===== config.mk =====
export PLATFORM = sky130hd
export DESIGN_NAME = debouncer_sym_flat
export DESIGN_NICKNAME = d
export VERILOG_FILES = /design/src/rtl/debouncer_sym_if.sv /design/src/rtl/debouncer_sym.sv /design/src/flat_wrapper.sv
export SDC_FILE = /design/constraint.sdc
export NUM_CORES = 1
export LEC_CHECK = 0
export CORE_MARGIN = 10
export CORE_UTILIZATION = 45
export CTS_BUF_LIST = sky130_fd_sc_hd__clkbuf_4 sky130_fd_sc_hd__clkbuf_8
export DETAILED_ROUTE_END_ITERATION = 8
export PLACE_DENSITY = 0.8
export SYNTH_ARGS = -nofsm -noshare
export SYNTH_HDL_FRONTEND = slang
export SYNTH_SLANG_ARGS = --single-unit

===== constraint.sdc =====
create_clock -name Clk -period 1.52 [get_ports Clk]
set_input_delay 0.228 -clock Clk [delete_from_list [all_inputs] [get_ports Clk]]
set_output_delay 0.228 -clock Clk [all_outputs]
set_load 0.03 [all_outputs]

===== src/rtl/debouncer_sym_if.sv =====
// Pad-side / user-side signal bundle for the symmetric debouncer.
interface debouncer_sym_if #(
    parameter int data_width = 5
);
    logic [data_width-1:0] Buttons_in;
    logic [data_width-1:0] Buttons_out;
    logic [data_width-1:0] Rise_pulse;
    logic [data_width-1:0] Fall_pulse;
    logic [data_width-1:0] Hold_out;
    logic                  Changed;

    modport master (
        output Buttons_in,
        input  Buttons_out, Rise_pulse, Fall_pulse, Hold_out, Changed
    );

    modport slave (
        input  Buttons_in,
        output Buttons_out, Rise_pulse, Fall_pulse, Hold_out, Changed
    );
endinterface


===== src/rtl/debouncer_sym.sv =====
// Multi-channel symmetric debouncer: shared tick prescaler, 2-FF sync,
// per-channel press/release filter with edge pulses and long-press hold flag.
module debouncer_sym_lane #(
    parameter int debounce_ticks = 4,
    parameter int hold_ticks     = 0
) (
    input  logic Clk,
    input  logic Rst_n,
    input  logic tick_i,
    input  logic sync_i,
    output logic flip_o,
    output logic state_o,
    output logic rise_o,
    output logic fall_o,
    output logic hold_o
);
    localparam int CW = $clog2(debounce_ticks + 1);
    localparam logic [CW-1:0] CMAX = CW'(debounce_ticks - 1);

    logic          state_q, state_d, rise_q, fall_q, flip;
    logic [CW-1:0] cnt_q, cnt_d;

    // Any clock where the input agrees with the state restarts the window.
    always_comb begin
        cnt_d = cnt_q;
        flip  = 1'b0;
        if (sync_i == state_q) begin
            cnt_d = '0;
        end else if (tick_i) begin
            if (cnt_q == CMAX) begin
                flip  = 1'b1;
                cnt_d = '0;
            end else begin
                cnt_d = cnt_q + 1'b1;
            end
        end
    end

    assign state_d = state_q ^ flip;

    always_ff @(posedge Clk or negedge Rst_n) begin
        if (!Rst_n) begin
            cnt_q   <= '0;
            state_q <= 1'b0;
            rise_q  <= 1'b0;
            fall_q  <= 1'b0;
        end else begin
            cnt_q   <= cnt_d;
            state_q <= state_d;
            rise_q  <= flip & ~state_q;
            fall_q  <= flip & state_q;
        end
    end

    generate
        if (hold_ticks > 0) begin : g_hold
            localparam int HW = $clog2(hold_ticks + 1);
            localparam logic [HW-1:0] HMAX = HW'(hold_ticks);
            logic [HW-1:0] hcnt_q, hcnt_d;
            logic          hold_q;

            // Counts only ticks spent already pressed; clears on the release edge.
            always_comb begin
                hcnt_d = hcnt_q;
                if (!state_d)
                    hcnt_d = '0;
                else if (tick_i && state_q && (hcnt_q != HMAX))
                    hcnt_d = hcnt_q + 1'b1;
            end

            always_ff @(posedge Clk or negedge Rst_n) begin
                if (!Rst_n) begin
                    hcnt_q <= '0;
                    hold_q <= 1'b0;
                end else begin
                    hcnt_q <= hcnt_d;
                    hold_q <= (hcnt_d == HMAX);
                end
            end
            assign hold_o = hold_q;
        end else begin : g_nohold
            assign hold_o = 1'b0;
        end
    endgenerate

    assign flip_o  = flip;
    assign state_o = state_q;
    assign rise_o  = rise_q;
    assign fall_o  = fall_q;
endmodule

module debouncer_sym #(
    parameter int data_width       = 5,
    parameter int tick_div         = 1,
    parameter int debounce_ticks   = 4,
    parameter int hold_ticks       = 0,
    parameter int input_active_low = 0
) (
    input  logic      Clk,
    input  logic      Rst_n,
    debouncer_sym_if.slave bus
);
    generate
        if (tick_div < 1 || debounce_ticks < 1) begin : g_bad_param
            $error("debouncer_sym: tick_div and debounce_ticks must be >= 1");
        end
    endgenerate

    logic [data_width-1:0] raw, sync1_q, sync2_q;
    logic [data_width-1:0] flip, state, rise, fall, hold;
    logic                  tick, changed_q;

    assign raw = (input_active_low != 0) ? ~bus.Buttons_in : bus.Buttons_in;

    always_ff @(posedge Clk or negedge Rst_n) begin
        if (!Rst_n) begin
            sync1_q <= '0;
            sync2_q <= '0;
        end else begin
            sync1_q <= raw;
            sync2_q <= sync1_q;
        end
    end

    generate
        if (tick_div == 1) begin : g_tick_every
            assign tick = 1'b1;
        end else begin : g_prescale
            localparam int PW = $clog2(tick_div);
            localparam logic [PW-1:0] PMAX = PW'(tick_div - 1);
            logic [PW-1:0] pcnt_q;

            assign tick = (pcnt_q == PMAX);
            always_ff @(posedge Clk or negedge Rst_n) begin
                if (!Rst_n)    pcnt_q <= '0;
                else if (tick) pcnt_q <= '0;
                else           pcnt_q <= pcnt_q + 1'b1;
            end
        end

        for (genvar i = 0; i < data_width; i++) begin : g_lane
            debouncer_sym_lane #(
                .debounce_ticks(debounce_ticks),
                .hold_ticks    (hold_ticks)
            ) u_lane (
                .Clk    (Clk),
                .Rst_n  (Rst_n),
                .tick_i (tick),
                .sync_i (sync2_q[i]),
                .flip_o (flip[i]),
                .state_o(state[i]),
                .rise_o (rise[i]),
                .fall_o (fall[i]),
                .hold_o (hold[i])
            );
        end
    endgenerate

    always_ff @(posedge Clk or negedge Rst_n) begin
        if (!Rst_n) changed_q <= 1'b0;
        else        changed_q <= |flip;
    end

    assign bus.Buttons_out = state;
    assign bus.Rise_pulse  = rise;
    assign bus.Fall_pulse  = fall;
    assign bus.Hold_out    = hold;
    assign bus.Changed     = changed_q;
endmodule


===== src/flat_wrapper.sv =====
// flat-port wrapper written by rule: the top's interface ports become plain ports
module debouncer_sym_flat 
#(
    parameter int data_width       = 5,
    parameter int tick_div         = 1,
    parameter int debounce_ticks   = 4,
    parameter int hold_ticks       = 0,
    parameter int input_active_low = 0
)
  (Clk, Rst_n, bus_Buttons_in, bus_Buttons_out, bus_Rise_pulse, bus_Fall_pulse, bus_Hold_out, bus_Changed);
  debouncer_sym_if #(.data_width(data_width)) bus_i ();
  input  logic Clk;
  input  logic Rst_n;
  input wire logic [$bits(bus_i.Buttons_in)-1:0] bus_Buttons_in;
  output wire logic [$bits(bus_i.Buttons_out)-1:0] bus_Buttons_out;
  output wire logic [$bits(bus_i.Rise_pulse)-1:0] bus_Rise_pulse;
  output wire logic [$bits(bus_i.Fall_pulse)-1:0] bus_Fall_pulse;
  output wire logic [$bits(bus_i.Hold_out)-1:0] bus_Hold_out;
  output wire logic [$bits(bus_i.Changed)-1:0] bus_Changed;
  assign bus_i.Buttons_in = bus_Buttons_in;
  assign bus_Buttons_out = bus_i.Buttons_out;
  assign bus_Rise_pulse = bus_i.Rise_pulse;
  assign bus_Fall_pulse = bus_i.Fall_pulse;
  assign bus_Hold_out = bus_i.Hold_out;
  assign bus_Changed = bus_i.Changed;
  debouncer_sym #(.data_width(data_width), .tick_div(tick_div), .debounce_ticks(debounce_ticks), .hold_ticks(hold_ticks), .input_active_low(input_active_low)) u_core (.Clk(Clk), .Rst_n(Rst_n), .bus(bus_i));
endmodule

==> reports/results.ini, run 1 <==
[global_route]
overflow = 0
grt_pass1_wl_um = 4260
use_met3_pct = 4.62
gr-usage-met2_pct = 13.5
grt-busiest-layer = met2
antenna_found_initial = 0
grt_max_degree = 28
grt_use_total_pct = 8.54
grt_use_met1_pct = 9.48
grt_pass1_vias = 921

[hold_path]
hold_end = u_core.sync1_q[1]
min_path_type = in2reg
holdPathStages = 1
hold_start = bus_Buttons_in[1]

[timing]
slew_viol_final = 0
period_minus_slack_ps = 1440
setup-violations-final = 0
rsz0062_at_grt = no
fin_worst_skew_ps = 7.76
finalHoldViolCount = 0
finalSetupTns_ps = 0
fmax_mhz = 695
worst_pin_slew_ps = 570
slew_headroom_pct = 62.0
period_share_pct = 94.7

[finish]
syn2layout_area_growth_pct = 13.2
stdcell_area_sq_um = 1830
nNetsFinal = 145
finish.utilization_pct = 53.7
num_antenna_cells = 0
stdcell_count = 180
drive_gt1_share_pct = 14.9

[synth]
ys_ff_latch = 41
synth_top_area_cell = dfrtp_1
avgSynthCellArea_sq_um = 13.8
synth.distinct_cells = 22
synth_area_sq_um = 1620
synth_top_area_share_pct = 63.3
yosysSeqAreaShare_pct = 63.3
synth_area_leaders = dfrtp_1 (63%), buf_4 (9.3%), nor3b_1 (4.2%), ha_1 (3.9%), mux2_2 (2.8%)
ys_warn_count = 0
synthCells = 117

[critical_path]
cp-start-kind = flop
regToRegSetupSlack_ps = 170
crit_chain = clkdlybuf4s15_1
path_buf_inv = 1
end_kind = output port
slowest_delay_ps = 470
cp.arrival_ps = 1210
path_delay_family = flip-flops
path_class = reg2out
path_max_fanout = 6
r2r_end = u_core.bus.Changed
r2r-start = u_core.g_lane[2].u_lane.cnt_q[0]
cpMaxStageDelayCell = dfrtp_1
crit_required_ps = 1290
r2r_cells = 4

[run]
cap_violations = 0

[run_status]
status = completed

[detailed_routing]
drc = 0
drt_pass1_iterations = 4
vias_per_cell = 4.75
drt_wl_total_um = 2430
vias = 855
drt_iter0_drc = 50
routedWlPerCell_um = 13.5
ant_nets = 0

[power_and_ir_drop]
ir_worst_vdd_mv = 0.644
cellLeakagePower_nw = 0.947
power_density_nw_per_um2 = 1580

[clock_tree]
cts_sinks = 41
cts_buffer_depth = 2
htreeDepth = 2
cts-root-buf = clkbuf_4
post_cts_buffers = 0
cts_inserted_buffers = 5
cts_tree = built
path_clk_slew_ps = 110
clk_latency_ps = 340

[place]
place_hpwl_um = 1880
routabilityCongestion = 0.721
placed_cells = 171
place_area_sq_um = 1770
portBuffers = 22

[floorplan]
start_util_pct = 47.4
die_area_sq_um = 6400
pin_count = 28
die_h_um = 80.0
chipWidth_um = 80.0
num_rows = 21
core_sq_um = 3420

==> worst max-delay path by stage <==
stage / to / from / cells past startpoint / slack, ps
4_1_cts: bus_Buttons_out[2] / flop / 1 / 40
2_1_floorplan: u_core.bus.Changed / u_core.g_lane[2].u_lane.cnt_q[0] / 4 / 250
3_5_place_dp: bus_Buttons_out[2] / flop / 1 / 150
6_report: bus_Buttons_out[2] / flop / 1 / 80
3_3_place_gp: u_core.bus.Changed / u_core.g_lane[2].u_lane.cnt_q[0] / 4 / 150
5_1_grt: bus_Buttons_out[2] / flop / 1 / 1
==> cell usage in the layout, fill, tap and decap left out, drive strengths merged, types with 2 or more instances in the layout <==
cell type      Yosys  routed
nor3               2       2
buf               20       3
nor3b              9       9
xnor2              2       2
conb               1       5
xor2               4       4
and4bb             2       2
dlygate4sd2        0      15
nor2b              3       3
nand2              3       3
and3               3       3
ha                 5       5
dfrtp             41      41
and3b              5       5
mux2               5       5
nand2b             4       4
clkbuf             0       7
clkdlybuf4s50      0       5
nor2               4       4
==> power breakdown <==
group / total, mW / internal, mW / switching, mW
Clock: 0.600 / 0.268 / 0.331
Sequential: 1.46 / 1.30 / 0.158
Combinational: 0.834 / 0.355 / 0.479
==> Yosys cell counts <==
library cell  instances
nand2b_1              4
nor3b_1               9
and2_1                1
nand3_1               1
xnor2_1               2
and2b_4               1
conb_1                1
nor2b_1               3
xor2_1                4
dfrtp_1              41
buf_4                20
a222oi_1              1
nand2_1               3
mux2_2                4
mux2_1                1
and4bb_2              2
nor3_1                2
and3b_2               2
and3_1                3
nor2_1                4
ha_1                  5
and3b_1               3
==> metal layers <==
metal / wire length, um / share of wire, %
met3: 208 / 8.5
met4: 14 / 0.58
met1: 952 / 39
met5: 0 / 0
met2: 1260 / 52
==> final cells by class <==
type | count | area [sq um]
timing repair buffer | 25 | 221
clock inverter | 1 | 5.00
multi-input combinational | 60 | 459
tap | 46 | 57.6
fill | 307 | 1580
clock buffer | 7 | 65.1
sequential | 41 | 1030
==> cell families after synthesis <==
kind of cell / synth area share (%)
muxes: 3.47
DFF: 63.3
other: 0.231
AOI/OAI and AO/OA: 0.618
and+or+nand+nor: 16.0
adders and majority gates: 3.86
buffers and inverters: 9.27
xor gates and xnor gates: 3.24
==> repair_timing <==
action                                  in CTS  in global routing
endpoints found under the hold margin       25                  0
endpoints found under the setup margin      16                  1
gates resized for setup                     16                  1
gates cloned                                 0                  0
hold buffers                                 1                  0
==> stage by stage <==
stage | worst slack, ps | power (mW) | hold WS [ps]
after detailed placement | 154 | 2.39 | 258
after global placement | 147 | 2.33 | 244
after global routing | 1.39 | 3.10 | 286
final | 80.8 | 2.89 | 317
after CTS | 40.9 | 2.93 | 300
after floorplan | 252 | 2.17 | -67.6
No activity file was read; power rests on OpenSTA's default activity.
==> inputs of run 2 (changes only) <==
Settings changed: CTS_BUF_LIST sky130_fd_sc_hd__clkbuf_4 sky130_fd_sc_hd__clkbuf_8 to sky130_fd_sc_hd__clkbuf_4 sky130_fd_sc_hd__clkbuf_8 sky130_fd_sc_hd__clkbuf_16, SLEW_MARGIN set to 25.
==> results of run 2 <==
No change in the layout: final DEF, timing and power equal those of run 1.
==> inputs of run 3 (changes only) <==
Settings changed: CORE_UTILIZATION 45 to 50, PLACE_DENSITY 0.8 to 0.86, TNS_END_PERCENT set to 30.
==> reports/results.ini, run 3 (same netlist as run 1, synthesis figures left out) <==
[global_route]
use_met3_pct = 4.55  ; -0.072 points
grt_use_total_pct = 9.25  ; +0.71 points
grt_pass1_vias = 920  ; -0.11%
grt_max_degree = 27  ; -3.6%
grt_use_met1_pct = 9.53  ; +0.048 points
grt-busiest-layer = met2
gr-usage-met2_pct = 15.1  ; +1.6 points
grt_pass1_wl_um = 4420  ; +3.7%
overflow = 0  ; unchanged
antenna_found_initial = 0  ; unchanged

[finish]
nNetsFinal = 145  ; unchanged
syn2layout_area_growth_pct = 15.1
num_antenna_cells = 0  ; unchanged
drive_gt1_share_pct = 14.9  ; unchanged
layout_common_cells = dfrtp_1 (41), dlygate4sd2_1 (15), nor3b_1 (9)
layout_commonest_cell = dfrtp_1

[floorplan]
die_area_sq_um = 5920  ; -7.6%
pin_count = 28  ; unchanged
die_h_um = 76.9  ; -3.8%
num_rows = 20  ; -4.8%
core_sq_um = 3080  ; -9.9%
start_util_pct = 52.6  ; +5.2 points
chipWidth_um = 76.9  ; -3.8%

[run_status]
status = completed

[power_and_ir_drop]
p_total_mw = 3.15  ; +8.8%
power_density_nw_per_um2 = 1690  ; +7.1%
ir_worst_vdd_mv = 0.993  ; +54%
cellLeakagePower_nw = 0.961  ; +1.5%

[critical_path]
crit_required_ps = 1290  ; about the same
path_buf_inv = 1  ; unchanged
cp-start-kind = flop
path_class = reg2out
end_kind = output port
crit_chain = clkdlybuf4s15_1
cp.arrival_ps = 1200  ; about the same
path_delay_family = flip-flops
slowest_delay_ps = 460  ; about the same
cpMaxStageDelayCell = dfrtp_1
path_max_fanout = 6  ; unchanged

[detailed_routing]
drt_pass1_iterations = 4  ; unchanged
routedWlPerCell_um = 13.6  ; +0.46%
vias = 846  ; -1.1%
vias_per_cell = 4.75  ; about the same
ant_nets = 0  ; unchanged
drt_iter0_drc = 36  ; -28%
drc = 0  ; unchanged
drt_wl_total_um = 2420  ; -0.66%

[clock_tree]
htreeDepth = 2  ; unchanged
post_cts_buffers = 0  ; unchanged
cts_buffer_depth = 2  ; unchanged
cts-root-buf = clkbuf_4
clk_latency_ps = 340  ; about the same
path_clk_slew_ps = 120  ; about the same
cts_sinks = 41  ; unchanged
cts_inserted_buffers = 5  ; unchanged
cts_tree = built

[timing]
fin_worst_skew_ps = 4.36  ; -3.39 ps
period_share_pct = 93.8  ; -0.85 points
slew_viol_final = 0  ; unchanged
worst_pin_slew_ps = 544  ; -26.7 ps
finalHoldViolCount = 0  ; unchanged
setup-violations-final = 0  ; unchanged
rsz0062_at_grt = no
finalSetupTns_ps = 0  ; unchanged
slew_headroom_pct = 63.8  ; +1.8 points
period_minus_slack_ps = 1430  ; -12.9 ps
fmax_mhz = 701  ; +0.90%

[place]
place_hpwl_um = 1860  ; -0.98%
portBuffers = 22  ; unchanged
routabilityCongestion = 0.780  ; +8.3%

[run]
cap_violations = 0  ; unchanged

[hold_path]
min_path_type = in2reg

[run 3: area by class of cell]
type | count | area (sq um)
fill | 265 | 1210
sequential | 41 | 1030
multi-input combinational | 60 | 459
timing repair buffer | 25 | 221
clock inverter | 3 | 65.1
tap | 44 | 55.1
clock buffer | 5 | 37.5
[run 3: timing repair]
item	4_1_cts	5_1_grt
endpoints found under the setup margin	16	1
endpoints found under the hold margin	24	0
resized for setup	16	1
hold buffers	1	0
[run 3: through the flow]
stage          instance area (sq um)  util, %  setup slack, ps  cells  hold slack [ps]
3_3_place_gp                    1770     57.5              173    169              238
3_5_place_dp                    1770     57.5              157    169              240
2_1_floorplan                   1640        -              252    121            -67.6
4_1_cts                         1860     60.5             35.4    178              296
6_report                        1860     60.6             93.7    178              316
5_1_grt                         1860     60.6             16.4    178              287
[run 3: metal layers]
metal / wire, um / part of all wire [%]
met5: 0 / 0
met4: 61 / 2.5
met2: 1200 / 50
met3: 178 / 7.4
met1: 978 / 40
[run 3: path summary, 6_finish.rpt]
path | start | end | slack (ps) | cells past startpoint
worst max-delay path | flop | bus_Buttons_out[2] | 90 | 1
worst min-delay path | bus_Buttons_in[3] | u_core.sync1_q[3] | 320 | 1
worst max register to register | u_core.g_lane[2].u_lane.cnt_q[0] | u_core.bus.Changed | 170 | 4
worst min register to register | u_core.sync1_q[1] | u_core.sync2_q[1] | 360 | 0
max in group asynchronous | Rst_n | u_core.g_lane[0].u_lane.rise_o | 600 | 3
min in group asynchronous | Rst_n | u_core.g_lane[2].u_lane.fall_o | 390 | 2
[run 3: power breakdown]
part	internal [mW]	switching (mW)	total, mW
Clock	0.509	0.344	0.853
Sequential	1.30	0.151	1.45
Combinational	0.357	0.486	0.843
Total	2.17	0.981	3.15
